### src/rtl/rf_wb_arbiter_pkg.sv
// Shared constants and types for the register-file writeback arbiter.
package rf_wb_arbiter_pkg;

  localparam int unsigned REG_AW    = 5;
  localparam int unsigned NREG      = 32;
  localparam int unsigned STARVE_CW = 4;

  // Which requester owns the write port this cycle.
  typedef enum logic [1:0] {
    GNT_NONE = 2'd0,
    GNT_PIPE = 2'd1,
    GNT_MC   = 2'd2
  } gnt_e;

endpackage

### src/rtl/rf_wb_arbiter_scoreboard.sv
// Busy-register scoreboard: one bit per architectural register owed by the
// multi-cycle unit, with a three-port busy lookup for the decode stage.
module rf_scoreboard
  import rf_wb_arbiter_pkg::*;
(
  input  logic              clk,
  input  logic              rst,
  input  logic              set_en,
  input  logic [REG_AW-1:0] set_idx,
  input  logic              clr_en,
  input  logic [REG_AW-1:0] clr_idx,
  input  logic [REG_AW-1:0] q0_idx,
  input  logic [REG_AW-1:0] q1_idx,
  input  logic [REG_AW-1:0] q2_idx,
  output logic              busy
);

  logic [NREG-1:0] r_sb;
  logic [NREG-1:0] w_sb_d;

  // Next vector: clear first so a same-cycle set of the same bit wins.
  always_comb begin
    w_sb_d = r_sb;
    if (clr_en) w_sb_d[clr_idx] = 1'b0;
    if (set_en) w_sb_d[set_idx] = 1'b1;
    w_sb_d[0] = 1'b0;  // x0 is never owed
  end

  // Scoreboard state.
  always_ff @(posedge clk or posedge rst) begin
    if (rst) r_sb <= '0;
    else     r_sb <= w_sb_d;
  end

  // Bit 0 is held at zero, so register 0 always reads as not busy.
  always_comb busy = r_sb[q0_idx] | r_sb[q1_idx] | r_sb[q2_idx];

endmodule

### src/rtl/rf_wb_arbiter.sv
// Register-file write-port arbiter between the pipeline writeback stage and a
// multi-cycle unit, with starvation guard and busy-register scoreboard.
// Optional macro RF_WB_STATS_EN adds mc_block_cnt / force_cnt statistics.
module rf_wb_arbiter
  import rf_wb_arbiter_pkg::*;
#(
  parameter int unsigned Width     = 32,
  parameter int unsigned StarveMax = 4
) (
  input  logic              clk,
  input  logic              rst,
  input  logic              pipe_we,
  input  logic [REG_AW-1:0] pipe_a3,
  input  logic [Width-1:0]  pipe_wd,
  output logic              pipe_stall,
  input  logic              mc_valid,
  input  logic [REG_AW-1:0] mc_a3,
  input  logic [Width-1:0]  mc_wd,
  output logic              mc_ready,
  input  logic              iss_valid,
  input  logic              iss_mc,
  input  logic [REG_AW-1:0] iss_rd,
  input  logic [REG_AW-1:0] chk_rs1,
  input  logic [REG_AW-1:0] chk_rs2,
  input  logic [REG_AW-1:0] chk_rd,
  output logic              busy_hazard,
  output logic [REG_AW-1:0] a3,
  output logic              we3,
  output logic [Width-1:0]  wd3
`ifdef RF_WB_STATS_EN
  ,
  output logic [15:0]       mc_block_cnt,
  output logic [15:0]       force_cnt
`endif
);

  localparam logic [STARVE_CW-1:0] StarveLast = STARVE_CW'(StarveMax - 1);
  localparam logic [STARVE_CW-1:0] CntMax     = '1;

  logic [STARVE_CW-1:0] r_starve_cnt;
  logic                 r_force;
  gnt_e                 w_gnt;
  logic                 w_mc_hs;
  logic                 w_blocked;

  // Grant: pipeline normally wins; a pending force hands the port to mc.
  always_comb begin
    w_gnt = GNT_NONE;
    if (!rst) begin
      if (r_force && mc_valid) w_gnt = GNT_MC;
      else if (pipe_we)        w_gnt = GNT_PIPE;
      else if (mc_valid)       w_gnt = GNT_MC;
    end
  end

  // Write-port mux and handshake outputs; we3 suppressed for x0.
  always_comb begin
    a3  = '0;
    wd3 = '0;
    unique case (w_gnt)
      GNT_PIPE: begin a3 = pipe_a3; wd3 = pipe_wd; end
      GNT_MC:   begin a3 = mc_a3;   wd3 = mc_wd;   end
      default:  ;
    endcase
    we3        = (w_gnt != GNT_NONE) && (a3 != '0);
    mc_ready   = (w_gnt == GNT_MC);
    pipe_stall = !rst && r_force && mc_valid && pipe_we;
  end

  assign w_mc_hs   = mc_valid & mc_ready;
  assign w_blocked = mc_valid & ~mc_ready;

  // Starvation counter and registered force flag.
  always_ff @(posedge clk or posedge rst) begin
    if (rst) begin
      r_starve_cnt <= '0;
      r_force      <= 1'b0;
    end else if (w_mc_hs) begin
      r_starve_cnt <= '0;
      r_force      <= 1'b0;
    end else if (!mc_valid) begin
      r_starve_cnt <= '0;
    end else if (w_blocked) begin
      if (r_starve_cnt != CntMax) r_starve_cnt <= r_starve_cnt + 1'b1;
      if (r_starve_cnt >= StarveLast) r_force <= 1'b1;
    end
  end

  rf_scoreboard u_sb (
    .clk     (clk),
    .rst     (rst),
    .set_en  (iss_valid & iss_mc),
    .set_idx (iss_rd),
    .clr_en  (w_mc_hs),
    .clr_idx (mc_a3),
    .q0_idx  (chk_rs1),
    .q1_idx  (chk_rs2),
    .q2_idx  (chk_rd),
    .busy    (busy_hazard)
  );

  // Decode stalls on busy registers, so a granted pipeline write to one is a bug upstream.
  a_pipe_write_busy : assert property (@(posedge clk) disable iff (rst)
    !((w_gnt == GNT_PIPE) && (pipe_a3 != '0) && u_sb.r_sb[pipe_a3]));

`ifdef RF_WB_STATS_EN
  logic [15:0] r_mc_block_cnt;
  logic [15:0] r_force_cnt;

  // Saturating statistics counters.
  always_ff @(posedge clk or posedge rst) begin
    if (rst) begin
      r_mc_block_cnt <= '0;
      r_force_cnt    <= '0;
    end else begin
      if (w_blocked && r_mc_block_cnt != 16'hFFFF) r_mc_block_cnt <= r_mc_block_cnt + 16'd1;
      if (r_force && w_mc_hs && r_force_cnt != 16'hFFFF) r_force_cnt <= r_force_cnt + 16'd1;
    end
  end

  assign mc_block_cnt = r_mc_block_cnt;
  assign force_cnt    = r_force_cnt;
`endif

endmodule

### config.mk
export PLATFORM = sky130hd
export DESIGN_NAME = rf_wb_arbiter
export DESIGN_NICKNAME = d
export VERILOG_FILES = /design/src/rtl/rf_wb_arbiter_pkg.sv /design/src/rtl/rf_wb_arbiter_scoreboard.sv /design/src/rtl/rf_wb_arbiter.sv
export SDC_FILE = /design/constraint.sdc
export NUM_CORES = 1
export LEC_CHECK = 0
export BUFFER_PORTS_ARGS = -buffer_cell sky130_fd_sc_hd__buf_2
export CORE_ASPECT_RATIO = 2
export CORE_UTILIZATION = 43
export DETAILED_ROUTE_END_ITERATION = 7
export GPL_TIMING_DRIVEN = 1
export PLACE_DENSITY = 0.78
export SLEW_MARGIN = 10
export SYNTH_ARGS = -nofsm -noshare
export SYNTH_HDL_FRONTEND = slang
export SYNTH_SLANG_ARGS = --single-unit
### constraint.sdc
create_clock -name clk -period 2.49 [get_ports clk]
set_input_delay 0.249 -clock clk [delete_from_list [all_inputs] [get_ports clk]]
set_output_delay 0.249 -clock clk [all_outputs]
set_load 0.02 [all_outputs]
* After elaboration in Yosys (flattened, before gate mapping)
Cells that the tools add are included.
Word-level totals: bits in registers 36, input bits 100
Operators by class: add/subtract/negate cells 1, magnitude comparators 8, eq/ne operators 5, mux-type cells 26, bitwise operators 9, reduce and logical (&&, ||, !) cells 15
Operator list (number):
- $mux 32 | 2
- $pmux 32 s2 | 1
- $and 32x32->32 | 1
- $not 32->32 | 1
- $or 32x32->32 | 1
- $lt 5x6->1 const B | 5
- $mux 4 | 4
- $bmux 1 s5 | 3
- $demux 1 s5 | 2
- $ge 5x1->1 const B | 2
- $pmux 5 s2 | 1
- $mux 1 | 9
- $mux 2 | 4
- $reduce_bool 2->1 | 4
- $logic_and 1x1->1 | 7
- $ne 3x1->1 const B | 2
- $reduce_bool 5->1 | 1
- $add 4x1->4 const B | 1
- $ge 4x2->1 const B | 1
- $ne 4x4->1 const B | 1
- $and 1x1->1 | 3
- $reduce_and 3->1 | 1
- $eq 2x1->1 const B | 1
- $eq 2x2->1 const B | 1
- other kinds (4) | 5

* Depth between registers and ports, before layout
Gate-level depths: netlist of the first run.
depth after elaboration 10, mapped depth 10, gate-level depth less buffers 10

* Cells and area by module
From an unflattened synthesis of the first run, not the netlist that was laid out.
Second synthesis, totals: cells, all modules 336, area total of the unflattened synthesis 3012.9 sq um
Modules (own cells, without submodules):
- rf_scoreboard | times used 1, cells an instance 211, area an instance 2168.3 sq um, sequential area each 775.7 sq um
- rf_wb_arbiter | times used 1, cells an instance 125, area an instance 844.6 sq um, sequential area each 125.1 sq um

* Worst setup path before layout of the first run
No wires, ideal clock.
path type input port to output port, from input rst, to output we3, arrival 2.934 ns, data required time 2.241 ns, setup slack -0.693 ns, stages 9, buffers on the path 1, path through inv_1 -> nand3_1 -> inv_1 -> ha_1 -> clkbuf_1 -> a22oi_1 -> nor2_1 -> nor2_1 -> a21oi_1
On the way: longest elaborated chain between the ends 5, elaborated cells between the ends (all ways) 7
RTL lines:
- from (decl) | RTL line rf_wb_arbiter.sv:11 | input logic rst,
- $mux 2 | RTL line rf_wb_arbiter.sv:49 | if (!rst) begin
- $eq 2x2->1
- via mc_ready | RTL line rf_wb_arbiter.sv:19 | output logic mc_ready,
- $pmux 5 s2 | RTL line rf_wb_arbiter.sv:60 | unique case (w_gnt)
- via a3[4] | RTL line rf_wb_arbiter.sv:27 | output logic [REG_AW-1:0] a3,
- $reduce_bool 5->1 | RTL line rf_wb_arbiter.sv:65 | we3 = (w_gnt != GNT_NONE) && (a3 != '0);
- $logic_and 1x1->1 | RTL line rf_wb_arbiter.sv:65
- to (decl) | RTL line rf_wb_arbiter.sv:28 | output logic we3,
The timed path passes the listed nets, and every way through them passes these cells.

* Worst setup path in the final report of the first run
from register r_force, to output we3
On the way: longest elaborated chain between the ends 7, elaborated cells between the ends (all ways) 9
RTL lines:
- from (decl) | RTL line rf_wb_arbiter.sv:41 | logic r_force;
- from (signal assigned) | RTL line rf_wb_arbiter.sv:77 | r_force <= 1'b0;
- from (signal assigned) | RTL line rf_wb_arbiter.sv:80 | r_force <= 1'b0;
- from (signal assigned) | RTL line rf_wb_arbiter.sv:85 | if (r_starve_cnt >= StarveLast) r_force <= 1'b1;
- $logic_and 1x1->1 * | RTL line rf_wb_arbiter.sv:50 | if (r_force && mc_valid) w_gnt = GNT_MC;
- $mux 2 * | RTL line rf_wb_arbiter.sv:50
- $mux 2 * | RTL line rf_wb_arbiter.sv:49
- $eq 2x2->1 or $eq 2x1->1 (tied branches) | RTL line rf_wb_arbiter.sv:60
- $pmux 5 s2 | RTL line rf_wb_arbiter.sv:60
- $reduce_bool 5->1 | RTL line rf_wb_arbiter.sv:65
- $logic_and 1x1->1 * | RTL line rf_wb_arbiter.sv:65
Every way passes the cells marked *; elsewhere a longest branch is shown, timed or not.

==> results summary, run 1 <==
The clock net in this run drives a total of 36 sinks. The met3 demand-to-capacity share in global routing is 6.24%. The count of hold buffers inserted by post-cts repair is 0. Global routing used 29.9% of the available tracks across all layers. Counting along the longest clock path gives a buffer depth of 2. The DRC violations left is 0. The worst-case IR drop observed on VDD is 0.318 mV. At the end of routability-driven placement, the weighted congestion stood at 0.974. The final net count came out at 560. The per-cell routed wire length came out at 18.8 um. The highest fanout seen on the critical path is 27. The ratio of cells with drive above 1 in the final layout came out at 46.8%. The number of routed nets with antenna violations is 0. Buffers added to address setup during post-CTS repair amount to 0. The reported leakage power is 0.00175 uW.

The floorplan step defined a core boundary enclosing 0.00657 mm2. The worst path needs 2410 ps of the cycle, external delays included. The area growth from synthesis to layout is 35.1%. Measured against its own limit, the worst slew margin works out to 51.1%. The total of endpoints with negative setup slack in the final report came out at 0. The detailed-placement wirelength estimate came out at 8230 um. The register-to-register path setup slack came out at 280 ps. The clock tree synthesis step divided the H-tree into 2 levels. The final max-slew violation count is 0. The die is 118 um tall. The share of the synthesized area in the top cell type came out at 30.9%. The flip-flop cell with the highest count after synthesis is sky130_fd_sc_hd__dfrtp_1. For this design the top-level I/O count stands at 141. The total number of placement rows is 42. In the layout the commonest cells are sky130_fd_sc_hd__buf_2, sky130_fd_sc_hd__o21ai_0, sky130_fd_sc_hd__a22oi_1. The net count after synthesis is 432. In this run the most used layer during global routing was met2. The Yosys step of the flow raised 0 warnings. By area the synthesized netlist is led by sky130_fd_sc_hd__dfrtp_1, sky130_fd_sc_hd__o21ai_0, sky130_fd_sc_hd__mux4_2. The proportion of power drawn by combinational gates came out at 35.7%.

After detailed routing, the number of vias per cell comes to 6.10. From left edge to right edge, the die measures 60.2 um. The critical path is of the reg -> out type.

Fill cells in the final layout number 618. TritonCTS built the clock tree. The clock transition time at the flip-flop clock pins of the worst setup and hold paths came out at 50 ps.

Registers are responsible for 34.6% of the overall power. The number of buffers added by the clock tree synthesis step is 5. The number of buffers added on ports came out at 140. The clock tree root buffer cell is sky130_fd_sc_hd__clkbuf_16. The total net switching power is 813 uW.

The via total after detailed routing came out at 3,324. Synthesis inferred 36 register bits. For this design the ratio of total power to cell area is 602 mW/mm2. The hold violation total from the final report came to 0. STA puts the critical path data arrival time at 2160 ps.

Summed over all layers, the global routing overflow is 0. The via count of the first global-routing pass was 3,293. The share of the cycle needed by the critical path after routing is 96.6%. The internal power summed over all cells came out at 1560 uW.

Averaged over all synthesized cells, the footprint is 8.89 um2. After routing the design area is 0.00394 mm2. The endpoint required time on the critical path is 2240 ps. The worst clock skew on the final layout is 4.92 ps. The met1 usage is 29.7%. The die covers 0.00713 mm2. The endpoint kind of the worst setup timing path is an output port. The number of iterations in the first detailed-routing pass is 5.

The met2 track demand over resource in global routing came out at 55.5%. The cell count after synthesis came out at 328. The first global-routing pass estimated 15,700 um of wire. The sum of routed wire length over all layers came out at 10,200 um.

Summing internal, switching and leakage power gives 2370 uW. The maximum number of pins on one net before global-route repair is 37. The switching share of power is 34.3%. The synthesized cell area is 0.00292 mm2. The repair_antennas step left the layout with diodes totalling 0.

Leaving out fill and tap cells, the most frequent cell in the layout is sky130_fd_sc_hd__buf_2. Sequential cells were found to cover 30.9% of the synthesized design area. The number of antenna violations at the first check in global routing is 0. The worst setup path is launched from a flop. The iteration-0 DRC count of the detailed router is 158. The effective utilization at floorplan came out at 44.4%. The post-place instance area is 0.00376 mm2.

The async set or reset register ratio after synthesis is 100%. In this run the worst hold path is classified as in -> async. The flow ran to the end, and the final reports show no timing, DRC or antenna violations. The maximum clock rate is 416 MHz. The largest total area in the synthesized netlist belongs to sky130_fd_sc_hd__dfrtp_1. Across the run, the number of max-cap violations was 0.

The clock network fraction of total power came out at 29.7%. The count of unique library cells instantiated by Yosys is 35. The pin slew with the least headroom to its limit came out at 731 ps.

The clock latency on the worst-skew pair came out at 280 ps. The number of flops mapped to enable cells by yosys came out at 0.
==> worst paths after layout <==
kind,startpoint,endpoint,cells past startpoint
setup / recovery,r_force,we3,8
hold / removal,rst,r_starve_cnt[1],3
setup reg to reg,r_force,u_sb.r_sb[24],8
hold reg to reg,u_sb.r_sb[11],u_sb.r_sb[11],2
max in group asynchronous,rst,u_sb.r_sb[26],3
min in group clk,mc_valid,r_force,2
==> cells in the mapped netlist (4+ instances only) <==
| cell type | instances |
|---|---|
| sky130_fd_sc_hd__buf_2 | 5 |
| sky130_fd_sc_hd__nand3_1 | 6 |
| sky130_fd_sc_hd__clkbuf_1 | 12 |
| sky130_fd_sc_hd__or3_1 | 5 |
| sky130_fd_sc_hd__nand2_1 | 16 |
| sky130_fd_sc_hd__dfrtp_1 | 36 |
| sky130_fd_sc_hd__nand3b_1 | 7 |
| sky130_fd_sc_hd__nor2_1 | 54 |
| sky130_fd_sc_hd__o21ai_0 | 62 |
| sky130_fd_sc_hd__mux2i_1 | 5 |
| sky130_fd_sc_hd__inv_1 | 6 |
| sky130_fd_sc_hd__buf_1 | 4 |
| sky130_fd_sc_hd__mux4_2 | 13 |
| sky130_fd_sc_hd__mux2_2 | 8 |
| sky130_fd_sc_hd__a21oi_1 | 4 |
| sky130_fd_sc_hd__ha_1 | 4 |
| sky130_fd_sc_hd__mux4_1 | 6 |
| sky130_fd_sc_hd__nor3_1 | 4 |
| sky130_fd_sc_hd__a22oi_1 | 37 |
==> layer usage <==
metal	routed length [um]	part of all wire, %
met2	5740	56
met5	0	0
met4	331	3.2
met1	3300	32
met3	849	8.3
==> flip-flops by register name, summed over array words and instances, names as in the netlist <==
register      count
r_starve_cnt      4
u_sb.r_sb        31
r_force           1
==> area by class of cell <==
type,instances,area [um2],share of cell area [%]
clock inverter,2,35.0,0.890
inverter,6,26.3,0.667
multi-input combinational,263,2010,50.9
tap,88,110,2.80
sequential,36,901,22.9
clock buffer,6,129,3.27
timing repair buffer,144,731,18.6
==> critical path, cell delays in order, from the launching register on <==
cell and delay [ps]:
sky130_fd_sc_hd__dfrtp_1 410, sky130_fd_sc_hd__a21oi_2 260, sky130_fd_sc_hd__inv_1 130, sky130_fd_sc_hd__ha_4 260, sky130_fd_sc_hd__a22oi_1 230, sky130_fd_sc_hd__nor2_2 60, sky130_fd_sc_hd__nor3_1 240, sky130_fd_sc_hd__a21oi_2 100
sky130_fd_sc_hd__buf_2 170
==> repair_timing <==
| item | CTS | global route |
|---|---|---|
| gates resized for setup | 0 | 3 |
| hold endpoints to repair | 0 | 0 |
| setup endpoints to repair | 0 | 18 |
==> logic make-up (layout without fill, tap and decap cells) <==
group / Yosys count / in the layout / synth area share (%)
flip-flops: 36 / 36 / 30.9
buffers and inverters: 29 / 158 / 4.46
XOR/XNOR: 1 / 1 / 0.300
AND/OR/NAND/NOR: 111 / 111 / 18.3
adder cells (fa/ha/maj): 4 / 4 / 1.72
AO/OA/AOI/OAI: 115 / 115 / 24.0
multiplexers: 32 / 32 / 20.3
==> stage by stage <==
stage	hold WS [ps]	TNS, ps	util (%)	cells	setup WS, ps
after CTS	161	0	59.7	545	18.7
after floorplan	218	-263	-	328	-48.7
final	141	0	59.9	545	83.7
after detailed placement	459	0	57.2	537	319
after global routing	186	-8.74	59.9	545	-8.74
after global placement	448	0	57.2	537	395
==> power groups by stage <==
| stage | combinational (uW) | sequential [uW] | clock [uW] |
|---|---|---|---|
| 3_3_place_gp | 807 | 810 | 0 |
| 6_report | 847 | 820 | 705 |
| 2_1_floorplan | 584 | 776 | 0 |
| 3_5_place_dp | 827 | 822 | 0 |
| 5_1_grt | 920 | 832 | 727 |
| 4_1_cts | 831 | 812 | 710 |
(Power assumes the default switching activity.)
==> run 2: changes to the inputs <==
--- a/config.mk
+++ b/config.mk
@@ -11,6 +11,7 @@
 export DETAILED_ROUTE_END_ITERATION = 7
 export GPL_TIMING_DRIVEN = 1
 export PLACE_DENSITY = 0.78
+export RECOVER_POWER = 50
 export SLEW_MARGIN = 10
 export SYNTH_ARGS = -nofsm -noshare
 export SYNTH_HDL_FRONTEND = slang
==> constraint.sdc (replaced) <==
create_clock -name clk -period 2.49 [get_ports clk]
set_input_delay 0.498 -clock clk [delete_from_list [all_inputs] [get_ports clk]]
set_output_delay 0.498 -clock clk [all_outputs]
set_load 0.02 [all_outputs]
==> run 2 against run 1 <==
  * The run now ends with setup timing left
  * Sequential power up 2%
  * Combinational power up 28%
  * Clock power down 10%
  * Clock skew down 1.6 ps
  * Hold slack better by 400 ps
  * Cell area up 15%
  * Total power up 7.2%
  * Critical path depth unchanged
  * Sequential cell count unchanged
  * Sequential share of layout area down 3.0 points
  * Non-clock buffer count up 32
  * Largest power group unchanged
==> results summary, run 2 (synthesis results as in run 1) <==
The per-cell routed wire length is 19.8 um. By startpoint and endpoint, the worst setup path is classified as in -> out. Timing would allow up to 393 MHz. OpenSTA, run right after detailed placement, puts the worst setup slack at -109 ps. The number of inserted diodes is 0. Clock latency on the worst-skew pair, taken at its later pin, is 280 ps. The number of placed I/O pins came out at 141. Max-cap violations in this run came to 0.

The worst-case hold slack is 544 ps. After clock tree synthesis, the clock-pin slew on the worst setup and hold paths is 50 ps. The count of placed standard cells in the final layout, fillers left out came out at 577. The smallest clock period supported by the final layout is computed as 2550 ps. Once routing completed, OpenROAD measured the worst setup slack at -57.0 ps. The effective utilization at floorplan is 44.4%.

The number of buffer and inverter stages on the critical path came out at 3. Ranked by flip-flop count, first place goes to u_sb.r_sb. The critical path startpoint category is a primary input. The routability-driven placement congestion ratio is 0.934.

The library cells used most frequently in the layout, excluding fill and tap cells, are sky130_fd_sc_hd__buf_2, sky130_fd_sc_hd__o21ai_0, sky130_fd_sc_hd__dfrtp_1. For the worst flop-to-flop path, the logic depth is 10. The worst ir drop on vdd is 0.363 mV. The number of buffers added by the clock tree synthesis step came out at 5. The register with the most flip-flops in the layout has 31 of them.

The filler cell count came out at 533. The iteration-0 DRC count of the detailed router came out at 283. The floorplan step defined a core boundary enclosing 0.00657 mm2. The synthesis-to-finish area growth came out at 55.3%.

Leaving out fill and tap cells, the most frequent cell in the layout is sky130_fd_sc_hd__buf_2. The number of buffers added on ports came out at 140. The average vias per placed instance is 6.14.

The DRC violations left came out at 0. The count of placed standard cells including taps came out at 557. The number of gates on the worst path with buffers counted came out at 8. Cells with a size suffix above 1 make up 59.5% of the layout.

For this design, the sink count on the clock tree is 36. The largest registers in the layout are u_sb.r_sb (31), r_starve_cnt (4), r_force (1). The via count of the first global-routing pass is 3,628. The number of iterations in the first detailed-routing pass is 6. The endpoint required time on the critical path came out at 1990 ps. The sum of routed wire length over all layers is 11,400 um.

The die outline area is 0.00713 mm2. The total number of placement rows is 42. The chip height is 118 um.

The arrival time of data at the critical path endpoint is 2050 ps. The worst path uses 102% of the clock period. The number of cells on the worst hold path is 2.

Grouping stages by cell kind, the critical path spends the most delay in compound AO/OA/AOI/OAI gates. The hold violation total from the final report is 0. Global routing used 33.1% of the available tracks across all layers. TritonCTS built the clock tree. The number of antenna violations at the first check in global routing is 0. The worst pin sits at a relative slew slack of 41.8%. The setup check on the worst reg-to-reg path leaves a slack of 320 ps. For the pin with the worst max-slew slack, the measured transition is 874 ps.

Once detail routing completed, the nets flagged for antenna violations numbered 0. STA classifies the critical path endpoint as an output port. The global-route wire length before repair came out at 17,500 um.

The final max-slew violation count is 0. The path class of the lowest-slack min-delay path is reg -> reg. The post-place instance area came out at 0.00403 mm2. The worst clock skew on the final layout came out at 3.27 ps. The checks that failed: setup timing. The reported leakage power is 0.00195 uW. The residual overflow from global routing is 0.

The maximum number of buffers from clock root to sink is 2. The maximum number of pins on one net before global-route repair came out at 37. Setup repair after global routing could not meet its margin everywhere. The tree is rooted in a sky130_fd_sc_hd__clkbuf_16. The power after layout came out at 2540 uW. The via total after detailed routing is 3,541. The number of levels the H-tree was split into came out at 2.

The detailed-placement wirelength estimate is 8670 um. The slowest stage of the critical path is the sky130_fd_sc_hd__mux2_2 cell. The x dimension of the die is 60.2 um.

The flow ran to the end, but the final reports show violations. Traced cell by cell, the critical path runs through clkbuf_4, buf_12, mux2_2, o22ai_2, nor4b_1, a311oi_1, nand4_1, buf_4. Setup violations remaining at the end of the flow were counted as 1.

The post-route standard cell area excluding fillers came out at 0.00453 mm2. The power density relative to cell area is 562 mW/mm2. The longest individual stage delay on the worst path came out at 370 ps. The highest fanout seen on the critical path is 9. The final net count is 592.
-- run 2: changes by cell type in the layout (fill, tap and decap cells not counted), moves of 6 or more --
cell                      before  now
sky130_fd_sc_hd__nor2_1       22   16
sky130_fd_sc_hd__buf_2       140  130
sky130_fd_sc_hd__a22oi_2       0   24
sky130_fd_sc_hd__buf_4         4   31
sky130_fd_sc_hd__a22oi_1      37   13
sky130_fd_sc_hd__buf_6         0    7
sky130_fd_sc_hd__nor2_4        0   10
-- run 2: power breakdown --
group          internal [uW]  switching, uW
Combinational            516            562
Clock                    394            237
Sequential               702            133
Total                   1610            931
-- run 2: what timing repair did --
action	4_1_cts	5_1_grt
endpoints found under the setup margin	23	28
pin swaps	9	18
hold buffers	0	0
resized for setup	18	48
cloned	0	1
buffers inserted	4	7
endpoints found under the hold margin	0	0
-- run 2: per-stage QoR --
| step | utilization (%) | TNS (ps) |
|---|---|---|
| after global placement | 61.4 | -16.7 |
| after CTS | 65.0 | 0 |
| after global routing | 68.9 | -281 |
| final | 68.9 | -57.0 |
| after floorplan | - | -7770 |
| after detailed placement | 61.4 | -109 |
-- run 2: layer usage --
metal	global-route usage [%]	vias to the layer above	part of all wire (%)
met5	0	-	0
li1	-	1572	-
met3	7.00	54	6.2
met2	61.1	229	58
met1	31.4	1686	31
met4	17.4	0	5.2
-- run 2: path summary, 6_finish.rpt --
| kind | end | start |
|---|---|---|
| max | busy_hazard | chk_rs2[1] |
| min | u_sb.r_sb[12] | u_sb.r_sb[12] |
| max reg2reg | u_sb.r_sb[16] | r_force |
| min reg2reg | u_sb.r_sb[12] | u_sb.r_sb[12] |
| max in group asynchronous | r_force | rst |
| min in group asynchronous | r_starve_cnt[1] | rst |
-- run 2: layout make-up --
| class | instances | area, um2 | area share, % |
|---|---|---|---|
| Multi-Input combinational cell | 263 | 2280 | 50.5 |
| Tap cell | 88 | 110 | 2.43 |
| Sequential cell | 36 | 902 | 19.9 |
| Inverter | 6 | 26.3 | 0.580 |
| Clock buffer | 6 | 139 | 3.07 |
| Timing Repair Buffer | 176 | 1050 | 23.3 |
| Clock inverter | 2 | 10.0 | 0.221 |
-- run 2: worst min-delay path, stage by stage (launching register included) --
cell	delay, ps
sky130_fd_sc_hd__dfrtp_1	360
sky130_fd_sc_hd__o21ai_0	80
sky130_fd_sc_hd__o21ai_0	60
==> run 3: changes to the inputs <==
--- a/config.mk
+++ b/config.mk
@@ -12,6 +12,7 @@
 export GPL_TIMING_DRIVEN = 1
 export PLACE_DENSITY = 0.78
 export RECOVER_POWER = 50
+export REMOVE_ABC_BUFFERS = 1
 export SLEW_MARGIN = 10
 export SYNTH_ARGS = -nofsm -noshare
 export SYNTH_HDL_FRONTEND = slang
==> run 3 against run 2 <==
  * Sequential share of layout area is 1.8 points higher
  * Via count is 0.23% higher
  * The flow finishes with violations (capacitance limit, slew limit, setup timing)
  * Sequential power is 1% lower
  * Global-route usage is 0.73 points lower
  * Die area stayed put
  * Total power is 7.0% lower
  * Largest cell class unchanged
  * Critical path type is now reg -> out
  * Register-to-register slack worse by 30 ps
==> results summary, run 3 (synthesis results as in run 1) <==
Global routing used 32.3% of the available tracks. The final core area utilization is 63.2%. The checks that failed: capacitance limit, slew limit, setup timing. The largest register by flop count is u_sb.r_sb. The number of flip-flops under the largest register name came out at 31. The effective utilization at floorplan came out at 44.4%. The number of routed nets with antenna violations came out at 0. The final max-slew violation count is 37.

The filler cell count is 572. The global routing stage identified its most utilized layer as met2. The power density relative to cell area is 569 mW/mm2. The path class of the lowest-slack min-delay path is reg -> reg.

The worst setup path category is reg -> out. The clock latency on the worst-skew pair is 290 ps. The maximum number of pins on one net before global-route repair is 37. The number of buffer and inverter stages on the critical path came out at 2. In the global route stage, met1 resource usage came out at 29.9%. The most frequent standard cell in the layout excluding fill and tap cells is sky130_fd_sc_hd__buf_2. For the final routed database, the setup TNS stands at -73.0 ps. The number of antenna violations at the first check in global routing is 0. The clock transition time at the flip-flop clock pins of the worst setup and hold paths came out at 50 ps.

Input and output buffers added on the ports amount to 140. The number of levels the H-tree was split into came out at 2. The longest clock path from root to sink contains 2 buffers.

The via total after detailed routing is 3,549. The number of max-cap violations came out at 1. Walking the worst path, the cells encountered are nand2b_1, nand3_4, inv_1, ha_4, a22oi_1, nor2_1, nor3_2, a21oi_2, buf_4.

The maximum clock rate came out at 394 MHz. Detailed placement ended at an HPWL of 8390 um. The worst clock skew on the final layout came out at 4.03 ps. The pin slew with the least headroom to its limit is 1870 ps.

The final net count came out at 593. The count of placed standard cells in the final layout, fillers left out came out at 577. For this run, the detailed router's first-pass iteration total came to 5. The largest registers in the layout are u_sb.r_sb (31), r_starve_cnt (4), r_force (1). For this design, the sink count on the clock tree is 36. The number of inserted diodes is 0. The x dimension of the die is 60.2 um. The average vias per placed instance came out at 6.15. The final critical path time including I/O delays and setup is 2540 ps. The DRC violations left is 0. The worst pin sits at a relative slew slack of -24.9%. The largest individual stage delay along the critical path comes from the cell sky130_fd_sc_hd__dfrtp_1. Counting the buffers created by CTS gives 5. The total of endpoints with negative setup slack in the final report came out at 3. Across all setup checks in the final design, the least slack found is -49.2 ps.

The routability-driven placement congestion ratio came out at 0.949. The met2 track demand over resource in global routing is 58.3%. In this design, the stage delay of the slowest critical-path cell is 410 ps. The count of hold buffers inserted by post-cts repair is 0.

The gate family responsible for the most delay along the worst path is simple AND/OR/NAND/NOR gates. The sum of routed wire length over all layers is 11,000 um. The synthesis-to-finish area growth is 42.4%.

Setup repair after global routing could not meet its margin everywhere. TritonCTS built the clock tree. The cell sitting at the root of the clock tree is a sky130_fd_sc_hd__clkbuf_16. The post-route standard cell area excluding fillers is 0.00415 mm2.

The power after layout came out at 2360 uW. The endpoint kind of the worst setup timing path is an output port. In the final layout, the share of cells above drive strength 1 is 45.0%. In this run the worst path has a maximum fanout of 8.

The share of the cycle needed by the critical path after routing is 102%. The die outline area is 0.00713 mm2. After detailed placement, the total cell area comes to 0.00384 mm2. The iteration-0 DRC count of the detailed router came out at 213.

The floorplan core area is 0.00657 mm2. The hold violation total from the final report came out at 0. Data on the critical path is required at its endpoint by 1990 ps. The per-cell routed wire length is 19.0 um.

The met3 demand-to-capacity share in global routing came out at 7.55%. The via count of the first global-routing pass came to 3,488. The library cells used most frequently in the layout, excluding fill and tap cells, are sky130_fd_sc_hd__buf_2, sky130_fd_sc_hd__o21ai_0, sky130_fd_sc_hd__nor2_1.

The total number of placement rows is 42. The first global-routing pass estimated 16,800 um of wire. The worst ir drop on vdd is 0.304 mV. The run finished, with violations left. Pin placement for this block handled 141 I/O pins. The residual overflow from global routing is 0.

Data on the critical path arrives at its endpoint at 2040 ps. The chip height came out at 118 um. STA classifies the critical path startpoint as a flop.

Summed over all cells, the static leakage comes to 0.00191 uW. The count of placed standard cells including taps is 562.
-- run 3: path summary, 6_finish.rpt --
| check | to | slack, ps | startpoint | depth (start not counted) |
|---|---|---|---|---|
| max in group asynchronous | u_sb.r_sb[28] | 410 | rst | 3 |
| min in group asynchronous | r_starve_cnt[0] | 990 | rst | 3 |
| max reg2reg | u_sb.r_sb[4] | 290 | r_force | 9 |
| min | u_sb.r_sb[13] | 560 | u_sb.r_sb[13] | 2 |
| min reg2reg | u_sb.r_sb[13] | 560 | u_sb.r_sb[13] | 2 |
| max | we3 | -50 | r_force | 9 |
-- run 3: power breakdown --
part / internal, uW / switching, uW
Combinational: 470 / 478
Sequential: 700 / 124
Clock: 363 / 229
-- run 3: worst min-delay path: cells and delay by family, from the launching register on --
family | cells | cell delay, ps
compound gates | 2 | 150
flops | 1 | 370
-- run 3: cell type report --
type	count	area (um2)	share of cell area, %
multi-input combinational	263	1980	47.7
timing repair buffer	177	1000	24.2
sequential	36	901	21.7
clock buffer	6	129	3.10
tap	88	110	2.65
inverter	6	22.5	0.542
clock inverter	1	5.00	0.121
-- run 3: what timing repair did --
action	CTS	global route
gates resized for setup	26	14
buffers inserted	6	2
setup endpoints to repair	26	6
gates cloned	0	0
pin swaps	8	9
-- run 3: through the flow --
stage	setup slack, ps	hold slack [ps]
finish	-49.2	558
floorplan	-1660	497
global route	-161	597
CTS	-5.92	430
global placement	-106	534
detailed placement	-149	540
-- run 3: routing by layer --
layer  share of wire (%)  routed length (um)  vias to the layer above
li1                    -                   -                     1574
met1                  30                3320                     1661
met2                  55                6040                      260
met3                 8.7                 954                       54
met4                 6.0                 654                        0
met5                   0                   0                        -
